[src/rtl/spi_reg_ctrl.sv]
// Command/byte sequencer between an SPI slave byte interface and a register bank.
// Reads are prefetched for the next byte; errors are sticky until reset or an 8'hFF command.
module spi_reg_ctrl #(
   parameter int          AW            = 7,
   parameter int          TIMEOUT       = 16,
   parameter logic [7:0]  UNDERRUN_FILL = 8'hEE
) (
   input  logic          clk,
   input  logic          reset_n,
   input  logic          sel,
   input  logic          byte_valid,
   input  logic [7:0]    mdat,
   output logic [7:0]    sdat,
   output logic [AW-1:0] reg_addr,
   output logic [7:0]    reg_wdata,
   output logic          reg_we,
   output logic          reg_re,
   input  logic [7:0]    reg_rdata,
   input  logic          reg_ack,
   output logic          busy,
   output logic [2:0]    err
);

   localparam int CW = $clog2(TIMEOUT + 1);

   typedef enum logic [2:0] {IDLE, CMD, WR_WAIT, WR_BUS, RD_BUS, RD_HOLD} state_t;

   state_t        state, state_n;
   logic          sel_q;
   logic          discard, discard_n;
   logic [CW-1:0] cnt, cnt_n;
   logic [7:0]    sdat_n, wdata_n;
   logic [AW-1:0] addr_n;
   logic          we_n, re_n;
   logic [2:0]    err_n;
   logic          req, ack_v, tmo, done;

   assign req   = reg_we | reg_re;
   assign ack_v = req & reg_ack;
   assign tmo   = req & ~reg_ack & (cnt == CW'(TIMEOUT - 1));
   assign done  = ack_v | tmo;
   assign busy  = (state != IDLE) && (state != CMD);

   always_comb begin
      state_n   = state;
      sdat_n    = sdat;
      addr_n    = reg_addr;
      wdata_n   = reg_wdata;
      we_n      = reg_we;
      re_n      = reg_re;
      err_n     = err;
      discard_n = discard;
      cnt_n     = (req && !done) ? cnt + CW'(1) : '0;

      if (!sel) begin
         state_n   = IDLE;
         we_n      = 1'b0;
         re_n      = 1'b0;
         discard_n = 1'b0;
         cnt_n     = '0;
      end else begin
         case (state)
            IDLE: begin
               // Only a fresh rising sel starts a frame; after 8'hFF we sit here until sel drops.
               if (!sel_q) state_n = CMD;
            end
            CMD: begin
               if (byte_valid) begin
                  addr_n = mdat[AW-1:0];
                  if (mdat == 8'hFF) begin
                     err_n   = '0;
                     state_n = IDLE;
                  end else if (mdat[7]) begin
                     re_n    = 1'b1;
                     state_n = RD_BUS;
                  end else begin
                     sdat_n  = 8'h00;
                     state_n = WR_WAIT;
                  end
               end else begin
                  sdat_n = {5'b0, err};
               end
            end
            WR_WAIT: begin
               if (byte_valid) begin
                  wdata_n = mdat;
                  we_n    = 1'b1;
                  sdat_n  = 8'h00;
                  state_n = WR_BUS;
               end
            end
            WR_BUS: begin
               // Request drops for one cycle after an ack that coincided with a new byte.
               if (!reg_we) we_n = 1'b1;
               if (done) begin
                  we_n    = 1'b0;
                  addr_n  = reg_addr + AW'(1);
                  state_n = WR_WAIT;
                  if (tmo) err_n[2] = 1'b1;
                  if (byte_valid) begin
                     wdata_n = mdat;
                     sdat_n  = 8'h00;
                     state_n = WR_BUS;
                  end
               end else if (byte_valid) begin
                  err_n[0] = 1'b1;
                  sdat_n   = 8'h00;
               end
            end
            RD_BUS: begin
               if (!reg_re) re_n = 1'b1;
               if (done) begin
                  re_n = 1'b0;
                  if (tmo) err_n[2] = 1'b1;
                  if (discard) begin
                     discard_n = 1'b0;
                     addr_n    = reg_addr + AW'(1);
                  end else begin
                     sdat_n  = tmo ? 8'h00 : reg_rdata;
                     state_n = RD_HOLD;
                  end
               end else if (byte_valid) begin
                  err_n[1]  = 1'b1;
                  sdat_n    = UNDERRUN_FILL;
                  discard_n = 1'b1;
               end
            end
            RD_HOLD: begin
               if (byte_valid) begin
                  addr_n  = reg_addr + AW'(1);
                  re_n    = 1'b1;
                  state_n = RD_BUS;
               end
            end
            default: state_n = IDLE;
         endcase
      end
   end

   always_ff @(posedge clk or negedge reset_n) begin
      if (!reset_n) begin
         state     <= IDLE;
         sel_q     <= 1'b0;
         sdat      <= 8'h00;
         reg_addr  <= '0;
         reg_wdata <= 8'h00;
         reg_we    <= 1'b0;
         reg_re    <= 1'b0;
         err       <= 3'b000;
         discard   <= 1'b0;
         cnt       <= '0;
      end else begin
         state     <= state_n;
         sel_q     <= sel;
         sdat      <= sdat_n;
         reg_addr  <= addr_n;
         reg_wdata <= wdata_n;
         reg_we    <= we_n;
         reg_re    <= re_n;
         err       <= err_n;
         discard   <= discard_n;
         cnt       <= cnt_n;
      end
   end

endmodule

[config.mk]
export PLATFORM = sky130hd
export DESIGN_NAME = spi_reg_ctrl
export DESIGN_NICKNAME = d
export VERILOG_FILES = /design/src/rtl/spi_reg_ctrl.sv
export SDC_FILE = /design/constraint.sdc
export NUM_CORES = 1
export LEC_CHECK = 0
export BUFFER_PORTS_ARGS = -buffer_cell sky130_fd_sc_hd__buf_2
export CORE_MARGIN = 5
export CORE_UTILIZATION = 53
export DETAILED_ROUTE_END_ITERATION = 16
export GPL_TIMING_DRIVEN = 0
export PLACE_DENSITY = 0.9
export SLEW_MARGIN = 5
export SYNTH_ARGS = -nofsm -noshare
export SYNTH_HDL_FRONTEND = slang
export SYNTH_SLANG_ARGS = --single-unit
[constraint.sdc]
create_clock -name clk -period 3.4 [get_ports clk]
set_input_delay 0.68 -clock clk [delete_from_list [all_inputs] [get_ports clk]]
set_output_delay 0.68 -clock clk [all_outputs]
set_load 0.01 [all_outputs]
==> impl_metrics.env, run 1 <==
export IMPL_status="completed"
export IMPL_nNetsFinal=290
export IMPL_drt_pass1_iter_count=4
export IMPL_grt_overflow=0
export IMPL_p_clk_share_pct=18.5
export IMPL_cts_sinks=38
export IMPL_fillerInstances=319
export IMPL_p_sw_share_pct=39.5
export IMPL_fmax_ghz=0.379
export IMPL_fp_dieW_um=73.7
export IMPL_dpl_worst_slack_ns=0.773
export IMPL_layout_setup_ws_ns=0.761
export IMPL_hold_violations=0
export IMPL_power_density_mw_per_mm2=829
export IMPL_antenna_found_initial=0
export IMPL_core_area_mm2=0.00397
export IMPL_irDropWorstVdd_v=0.000422
export IMPL_synth_warnings=0
export IMPL_synth_ff_type="dfrtp_1"
export IMPL_cts_tree="done"
export IMPL_switching_power_mw=0.840
export IMPL_ctsResizeCount=0
export IMPL_period_needed_ns=2.64
export IMPL_comb_power_share_pct=47.0
export IMPL_area_growth_pct=19.3
export IMPL_synth_fp_nets=235
export IMPL_cts_setup_buffers=0
export IMPL_hold_buffers=0
export IMPL_clkLatencyLatePin_ns=0.29
export IMPL_grt_max_degree=39
export IMPL_drt_initial_drc_count=178
export IMPL_worst_pin_slew_ns=0.822
export IMPL_syn_area_mm2=0.00215
export IMPL_synthCells=211
export IMPL_setup_tns_ns=0
export IMPL_end_kind="register"
export IMPL_final_cell_mix="buf_2, dfrtp_1, nor2_1, o21ai_0, inv_1"
export IMPL_final_common_cell="buf_2"
export IMPL_drv_cap=0
export IMPL_finClkSkew_ns=0.00585
export IMPL_clk_pin_slew_worst_paths_ns=0.07
export IMPL_p_total_mw=2.13
export IMPL_ys_async_sr_fraction_pct=100
export IMPL_clockRootBuffer="clkbuf_8"
export IMPL_crit_arrival_ns=2.82
export IMPL_critical_path_class="register to register"
export IMPL_cts_buffer_depth=2
export IMPL_holdCritPathClass="register to register"
export IMPL_rsz0062_at_grt="false"
export IMPL_critPathMaxFanout=8
export IMPL_ys_seq_area_share_pct=44.2
export IMPL_synth_edf_count=0
export IMPL_drc_errors=0
export IMPL_cts_buffers=5
export IMPL_internal_power_mw=1.29
export IMPL_dieHeight_um=73.7
export IMPL_postRouteAntennaNets=0
export IMPL_regArea_um2=951
export IMPL_setup_viol=0
export IMPL_relSlewSlack_pct=45.2
export IMPL_vias=1934
export IMPL_grt_pass1_vias=1854
export IMPL_via_per_inst=6.12
export IMPL_place_hpwl_um=3900
export IMPL_avgSynthCellArea_um2=10.2
export IMPL_synth_cell_type_count=54
export IMPL_htreeDepth=2
export IMPL_final_util_pct=64.6
export IMPL_critPathRequiredTime_ns=3.58
export IMPL_start_util_pct=54.1
export IMPL_multi_input_area_mm2=0.00110
export IMPL_dieArea_mm2=0.00543
export IMPL_final_max_slew_viol_count=0
export IMPL_antenna_cells=0
export IMPL_place_gp_congestion=0.951
export IMPL_routedWlPerCell_um=16.9
export IMPL_drive_gt1_share_pct=32.7
export IMPL_io_buffers=48
export IMPL_seq_power_share_pct=34.5
export IMPL_start_kind="register"
export IMPL_drt_wl_total_um=5330
export IMPL_grt_pass1_wl_um=8830
export IMPL_leakagePower_nw=1.18
export IMPL_ys_ff_latch=38
export IMPL_post_route_period_util_pct=77.6
export IMPL_ios=50
export IMPL_std_cell_rows=23
export IMPL_grt_util_all_layers_pct=21.1
[Yosys cell counts, types with 2 or more instances]
master      n  area (um2)
dfrtp_1    38         951
nor2_1     14        52.6
o21ai_0    14        70.1
inv_1      13        48.8
mux2_2     12         135
a21oi_1     8        40.0
mux2i_1     8        80.1
nand3_1     7        35.0
o22ai_1     7        43.8
a211oi_1    6        45.0
nand2_1     6        22.5
nor2b_1     6        37.5
nand4_1     5        31.3
or2_2       5        31.3
a2bb2oi_1   4        35.0
a22o_1      3        26.3
a31oi_1     3        18.8
and3_1      3        18.8
buf_2       3        15.0
ha_1        3        37.5
nor3_1      3        15.0
o211ai_1    3        22.5
a21o_1      2        15.0
a22oi_1     2        15.0
buf_4       2        15.0
nor4_1      2        12.5
nor4b_1     2        17.5
[critical path, stage by stage (launching register included)]
cell	delay, ns
dfrtp_1	0.40
ha_1	0.22
and3_1	0.18
ha_1	0.19
o22ai_1	0.27
mux2_4	0.35
a211oi_4	0.52
mux2_2	0.40
[layer usage]
metal	vias to the layer above	global-route usage (%)	wire [um]
met5	-	0	0
met2	82	32.9	2500
met3	17	6.29	373
li1	892	-	-
met1	943	27.6	2330
met4	0	8.25	127
[power groups by stage]
stage               combinational, mW  clock [mW]  sequential, mW
finish                          0.999       0.393           0.735
CTS                             0.996       0.398           0.735
detailed placement              0.991           0           0.740
global route                     1.10       0.422           0.757
floorplan                       0.614           0           0.792
global placement                0.966           0           0.734
[layout make-up]
| cell class | instances | area share [%] |
|---|---|---|
| well taps | 50 | 2.44 |
| clock buffers | 6 | 3.22 |
| inverters | 14 | 2.05 |
| flip-flops and latches | 38 | 37.1 |
| multi-input cells | 151 | 42.7 |
| plain buffers | 8 | 1.95 |
| repair buffers | 48 | 9.37 |
| clock inverters | 1 | 1.17 |
[logic make-up after synthesis]
| kind of cell | share of synthesized area, % |
|---|---|
| AO/OA/AOI/OAI | 21.6 |
| XOR/XNOR | 0.815 |
| adder cells (fa/ha/maj) | 1.75 |
| buffers and inverters | 4.77 |
| flip-flops | 44.2 |
| multiplexers | 10.7 |
| AND/OR/NAND/NOR | 16.1 |
[through the flow]
| stage | area (um2) | hold slack, ns | std cells |
|---|---|---|---|
| after floorplan | 2150 | 0.384 | 211 |
| after global placement | 2450 | 0.449 | 309 |
| after CTS | 2560 | 0.476 | 316 |
| after detailed placement | 2450 | 0.467 | 309 |
| after global routing | 2560 | 0.493 | 316 |
| final | 2560 | 0.470 | 316 |
[flip-flops by register name, summed over array words and instances (netlist names)]
signal / count
reg_addr: 7
reg_we: 1
reg_re: 1
sel_q: 1
reg_wdata: 8
cnt: 5
state: 3
err: 3
discard: 1
sdat: 8
[final timing paths]
kind / startpoint / end / slack (ns) / cells after the start
min reg2reg: cnt[0]$_DFF_PN0_ / cnt[0]$_DFF_PN0_ / 0.47 / 1
min in group asynchronous: reset_n / sdat[5]$_DFFE_PN0P_ / 0.48 / 1
max reg2reg: cnt[0]$_DFF_PN0_ / sdat[4]$_DFFE_PN0P_ / 0.76 / 7
min: cnt[0]$_DFF_PN0_ / cnt[0]$_DFF_PN0_ / 0.47 / 1
max in group asynchronous: reset_n / reg_we$_DFFE_PN0P_ / 2.41 / 1
max: cnt[0]$_DFF_PN0_ / sdat[4]$_DFFE_PN0P_ / 0.76 / 7
No activity file was read; power rests on OpenSTA's default activity.
==> run 2: changes to the inputs <==
CORE_UTILIZATION = 48   (was 53)
PLACE_DENSITY = 0.86   (was 0.9)
clock period = 2.2 ns   (was 3.4 ns; I/O delays follow)
==> run 2 against run 1 <==
Effect of this change: worst hold slack worse by 0.22 ns; fmax is 21% higher; flip-flop and latch count is the same; combinational power increased by 71%; die area rose by 9.0%; worst setup slack got worse by 0.75 ns; sequential power up 56%; sequential share of layout area down 1.9 points; global-route usage is 2.2 points lower; clock-buffer cell count increased by 1; power grew 57%.
==> impl_metrics.env, run 2 (same netlist as run 1, synthesis figures left out) <==
export IMPL_grt_overflow=0
export IMPL_slowest_delay_ns=0.39
export IMPL_irDropWorstVdd_v=0.000671
export IMPL_htreeDepth=2
export IMPL_setup_viol=0
export IMPL_io_buffers=48
export IMPL_clockRootBuffer="clkbuf_8"
export IMPL_rsz0062_at_grt="true"
export IMPL_p_total_mw=3.35
export IMPL_fillerInstances=355
export IMPL_start_util_pct=49.4
export IMPL_hold_violations=0
export IMPL_final_util_pct=62.2
export IMPL_postRouteAntennaNets=0
export IMPL_place_hpwl_um=3940
export IMPL_final_cell_mix="buf_2, dfrtp_1, nor2_1, o21ai_0, inv_1"
export IMPL_power_density_mw_per_mm2=1240
export IMPL_std_cell_rows=24
export IMPL_drt_pass1_iter_count=4
export IMPL_cts_sinks=38
export IMPL_post_route_period_util_pct=99.5
export IMPL_dieArea_mm2=0.00592
export IMPL_finClkSkew_ns=0.00665
export IMPL_cpMaxStageDelayCell="dfrtp_1"
export IMPL_cp_cell_sequence="ha_2 > and3_4 > ha_4 > o22ai_4 > mux2_4 > a211oi_4 > buf_12 > mux2_4"
export IMPL_drive_gt1_share_pct=36.9
export IMPL_fp_dieW_um=76.9
export IMPL_leakagePower_nw=1.23
export IMPL_period_needed_ns=2.19
export IMPL_relSlewSlack_pct=44.7
export IMPL_clk_pin_slew_worst_paths_ns=0.07
export IMPL_crit_arrival_ns=2.36
export IMPL_area_growth_pct=25.9
export IMPL_cts_tree="done"
export IMPL_nNetsFinal=297
export IMPL_status="completed"
export IMPL_dieHeight_um=76.9
export IMPL_drv_cap=0
export IMPL_place_gp_congestion=0.954
export IMPL_worst_path_buf_inv=1
export IMPL_grt_util_all_layers_pct=18.9
export IMPL_drc_errors=0
export IMPL_antenna_found_initial=0
export IMPL_cp_common_cell="mux2_4"
export IMPL_cts_buffer_depth=2
export IMPL_hold_buffers=0
export IMPL_worst_pin_slew_ns=0.829
export IMPL_drt_wl_total_um=5470
export IMPL_critPathMaxFanout=6
export IMPL_crit_family="multiplexers"
export IMPL_antenna_cells=0
export IMPL_routedWlPerCell_um=16.8
export IMPL_top_regs="reg_wdata x8, sdat x8, reg_addr x7"
export IMPL_critical_path_class="register to register"
export IMPL_holdCritPathClass="primary input to async pin"
export IMPL_fmax_ghz=0.457
export IMPL_vias=1952
export IMPL_core_area_mm2=0.00435
export IMPL_clkLatencyLatePin_ns=0.29
export IMPL_end_kind="register"
export IMPL_critPathRequiredTime_ns=2.37
export IMPL_final_max_slew_viol_count=0
export IMPL_cts_buffers=5
export IMPL_start_kind="register"
export IMPL_drt_initial_drc_count=177
export IMPL_via_per_inst=5.99
export IMPL_grt_pass1_wl_um=9230
export IMPL_grt_max_degree=39
export IMPL_grt_pass1_vias=1902
export IMPL_ios=50
export IMPL_final_common_cell="buf_2"
-- run 2: final cells by class --
cell class	count	area, um2	share of cell area [%]
Inverter	14	52.6	1.94
Tap cell	52	65.1	2.40
Buffer	8	50.0	1.85
Multi-Input combinational cell	151	1170	43.4
Sequential cell	38	951	35.1
Clock buffer	7	86.3	3.19
Clock inverter	1	5.00	0.185
Timing Repair Buffer	55	322	11.9
-- run 2: final timing paths --
kind                                          start                        to  slack, ns  cells past startpoint
max                                cnt[1]$_DFF_PN0_       sdat[1]$_DFFE_PN0P_       0.01                      8
min                                         reset_n          cnt[1]$_DFF_PN0_       0.25                      1
max reg2reg                        cnt[1]$_DFF_PN0_       sdat[1]$_DFFE_PN0P_       0.01                      8
min reg2reg                reg_wdata[4]$_DFFE_PN0P_  reg_wdata[4]$_DFFE_PN0P_       0.51                      1
max in group asynchronous                   reset_n   reg_addr[2]$_DFFE_PN0P_       1.43                      1
min in group clk                                sel           sel_q$_DFF_PN0_       0.32                      1
-- run 2: report_power, final --
group,internal (mW),switching (mW)
registers,0.948,0.201
clock network,0.253,0.239
logic,0.794,0.912
total,1.99,1.35
-- run 2: metrics by stage --
stage	instances	area (um2)	TNS [ns]	worst slack [ns]	hold slack, ns
2_1_floorplan	211	2190	-0.150	-0.0376	0.144
3_3_place_gp	311	2500	-1.70	-0.170	0.457
3_5_place_dp	311	2500	-2.16	-0.208	0.476
4_1_cts	325	2670	-0.0223	-0.00956	0.278
5_1_grt	326	2710	-0.168	-0.0374	0.312
6_report	326	2710	0	0.0100	0.250
-- run 2: metal layers --
metal | wire, um | vias to the layer above | track usage [%] | share of wire [%]
met4 | 86 | 0 | 5.94 | 1.6
met2 | 2570 | 85 | 29.0 | 47
met3 | 405 | 9 | 4.57 | 7.4
met1 | 2410 | 943 | 26.3 | 44
met5 | 0 | - | 0 | 0
li1 | - | 915 | - | -
-- run 2: repair_timing --
action,CTS,global route
setup buffers,6,1
pin swaps,2,1
setup endpoints to repair,16,16
resized for setup,1,5
==> run 3: changes to the inputs <==
clock period = 1.92 ns   (was 2.2 ns; I/O delays follow)
==> run 3 against run 2 <==
Effect of this change: the flow now finishes with violations (negative setup slack); cell count down 0.31%; via count grew 2.0%; clock skew fell by 0.0017 ns; sequential power up 16%; combinational power rose by 18%; fmax increased by 1.0%; register-to-register slack worse by 0.26 ns; die area is the same; largest cell class unchanged; cell area is 3.5% higher; worst setup slack worse by 0.26 ns; non-clock buffer count fell by 1; flip-flop and latch count did not move.
==> impl_metrics.env, run 3 (same netlist as run 1, synthesis figures left out) <==
export IMPL_hold_buffers=0
export IMPL_internal_power_mw=2.60
export IMPL_antenna_cells=0
export IMPL_postRouteAntennaNets=0
export IMPL_clockRootBuffer="clkbuf_8"
export IMPL_layout_setup_ws_ns=-0.248
export IMPL_cpMaxStageDelayCell="dfrtp_1"
export IMPL_violations="negative setup slack"
export IMPL_p_clk_share_pct=19.9
export IMPL_place_hpwl_um=3900
export IMPL_switching_power_mw=1.58
export IMPL_io_buffers=48
export IMPL_cp_common_cell="mux2_4"
export IMPL_critPathRequiredTime_ns=2.09
export IMPL_power_density_mw_per_mm2=1490
export IMPL_rsz0062_at_grt="true"
export IMPL_grt_pass1_wl_um=9340
export IMPL_seq_power_share_pct=31.7
export IMPL_dieHeight_um=76.9
export IMPL_cts_buffer_depth=2
export IMPL_drt_pass1_iter_count=4
export IMPL_vias=1991
export IMPL_finClkSkew_ns=0.00490
export IMPL_leakagePower_nw=1.27
export IMPL_holdWs_ns=0.180
export IMPL_status="finished with violations"
export IMPL_hold_violations=0
export IMPL_fp_dieW_um=76.9
export IMPL_dieArea_mm2=0.00592
export IMPL_grt_max_degree=39
export IMPL_worst_path_buf_inv=1
export IMPL_place_gp_congestion=0.872
export IMPL_final_util_pct=64.3
export IMPL_final_cell_mix="buf_2, dfrtp_1"
export IMPL_area_growth_pct=30.3
export IMPL_relSlewSlack_pct=45.4
export IMPL_setup_viol=25
export IMPL_p_sw_share_pct=37.8
export IMPL_start_kind="register"
export IMPL_end_kind="register"
export IMPL_nNetsFinal=296
export IMPL_grt_pass1_vias=1906
export IMPL_final_common_cell="buf_2"
export IMPL_setup_tns_ns=-3.90
export IMPL_worst_pin_slew_ns=0.818
export IMPL_crit_family="multiplexers"
export IMPL_clkLatencyLatePin_ns=0.29
export IMPL_start_util_pct=49.4
export IMPL_critical_path_class="register to register"
export IMPL_antenna_found_initial=0
export IMPL_grt_overflow=0
export IMPL_comb_power_share_pct=48.4
export IMPL_drt_initial_drc_count=143
export IMPL_fmax_ghz=0.461
export IMPL_slowest_delay_ns=0.39
export IMPL_cts_tree="done"
export IMPL_period_needed_ns=2.17
export IMPL_cts_sinks=38
export IMPL_dpl_worst_slack_ns=-0.468
export IMPL_drv_cap=0
export IMPL_ios=50
export IMPL_clk_pin_slew_worst_paths_ns=0.07
export IMPL_std_cell_rows=24
export IMPL_critPathMaxFanout=3
export IMPL_crit_arrival_ns=2.34
export IMPL_via_per_inst=6.13
export IMPL_htreeDepth=2
export IMPL_top_regs="reg_wdata x8, sdat x8, reg_addr x7"
export IMPL_drive_gt1_share_pct=38.8
export IMPL_irDropWorstVdd_v=0.000510
export IMPL_core_area_mm2=0.00435
export IMPL_final_max_slew_viol_count=0
export IMPL_drt_wl_total_um=5550
export IMPL_post_route_period_util_pct=113
export IMPL_cts_buffers=5
export IMPL_routedWlPerCell_um=17.1
export IMPL_holdCritPathClass="primary input to async pin"
export IMPL_drc_errors=0
export IMPL_grt_util_all_layers_pct=19.2
export IMPL_cp_cell_sequence="ha_2 > and3_4 > ha_4 > o22ai_4 > mux2_4 > a211oi_4 > buf_6 > mux2_4"
==> run 3: stage by stage <==
stage / power [mW] / area [um2] / instances
after CTS: 4.14 / 2770 / 325
after global routing: 4.44 / 2800 / 325
after floorplan: 2.57 / 2220 / 211
final: 4.18 / 2800 / 325
after global placement: 3.10 / 2530 / 311
after detailed placement: 3.15 / 2530 / 311
==> run 3: what timing repair did <==
item	in CTS	in global routing
endpoints found under the setup margin	27	30
setup buffers	6	0
pin swaps	3	2
gates cloned	0	0
gates resized for setup	5	8
==> run 3: worst paths after layout <==
path,startpoint,endpoint,slack (ns),cells after the start
worst min-delay path,reset_n,cnt[3]$_DFF_PN0_,0.18,1
worst max-delay path,cnt[0]$_DFF_PN0_,sdat[1]$_DFFE_PN0P_,-0.25,8
worst min register to register,sdat[0]$_DFFE_PN0P_,sdat[0]$_DFFE_PN0P_,0.51,1
min in group clk,sel,sel_q$_DFF_PN0_,0.28,1
worst max register to register,cnt[0]$_DFF_PN0_,sdat[1]$_DFFE_PN0P_,-0.25,8
max in group asynchronous,reset_n,state[1]$_DFFE_PN0P_,1.18,1
==> run 3: power by group through the flow <==
stage / Sequential [mW] / Clock (mW) / Combinational, mW
global placement: 1.31 / 0 / 1.79
global route: 1.37 / 0.891 / 2.18
CTS: 1.32 / 0.840 / 1.98
floorplan: 1.41 / 0 / 1.17
detailed placement: 1.32 / 0 / 1.83
finish: 1.33 / 0.831 / 2.02
==> run 3: worst reg2reg max path: stages, from the launching register on <==
cell and delay, ns:
dfrtp_1 0.39, ha_2 0.19, and3_4 0.18, ha_4 0.16, o22ai_4 0.11, mux2_4 0.33, a211oi_4 0.24, buf_6 0.16
mux2_4 0.30
==> run 3: area by class of cell <==
class / instances / area (um2)
fill: 327 / 1550
multi-input combinational: 151 / 1220
sequential: 38 / 952
timing repair buffer: 54 / 318
clock buffer: 6 / 82.6
tap: 52 / 65.1
clock inverter: 2 / 60.1
inverter: 14 / 52.6
buffer: 8 / 50.0
==> run 3: metal layers <==
layer	track usage, %	share of wire (%)	vias up
li1	-	-	914
met1	24.3	41	966
met2	30.9	49	99
met3	4.92	7.9	12
met4	7.87	2.3	0
met5	0	0	-
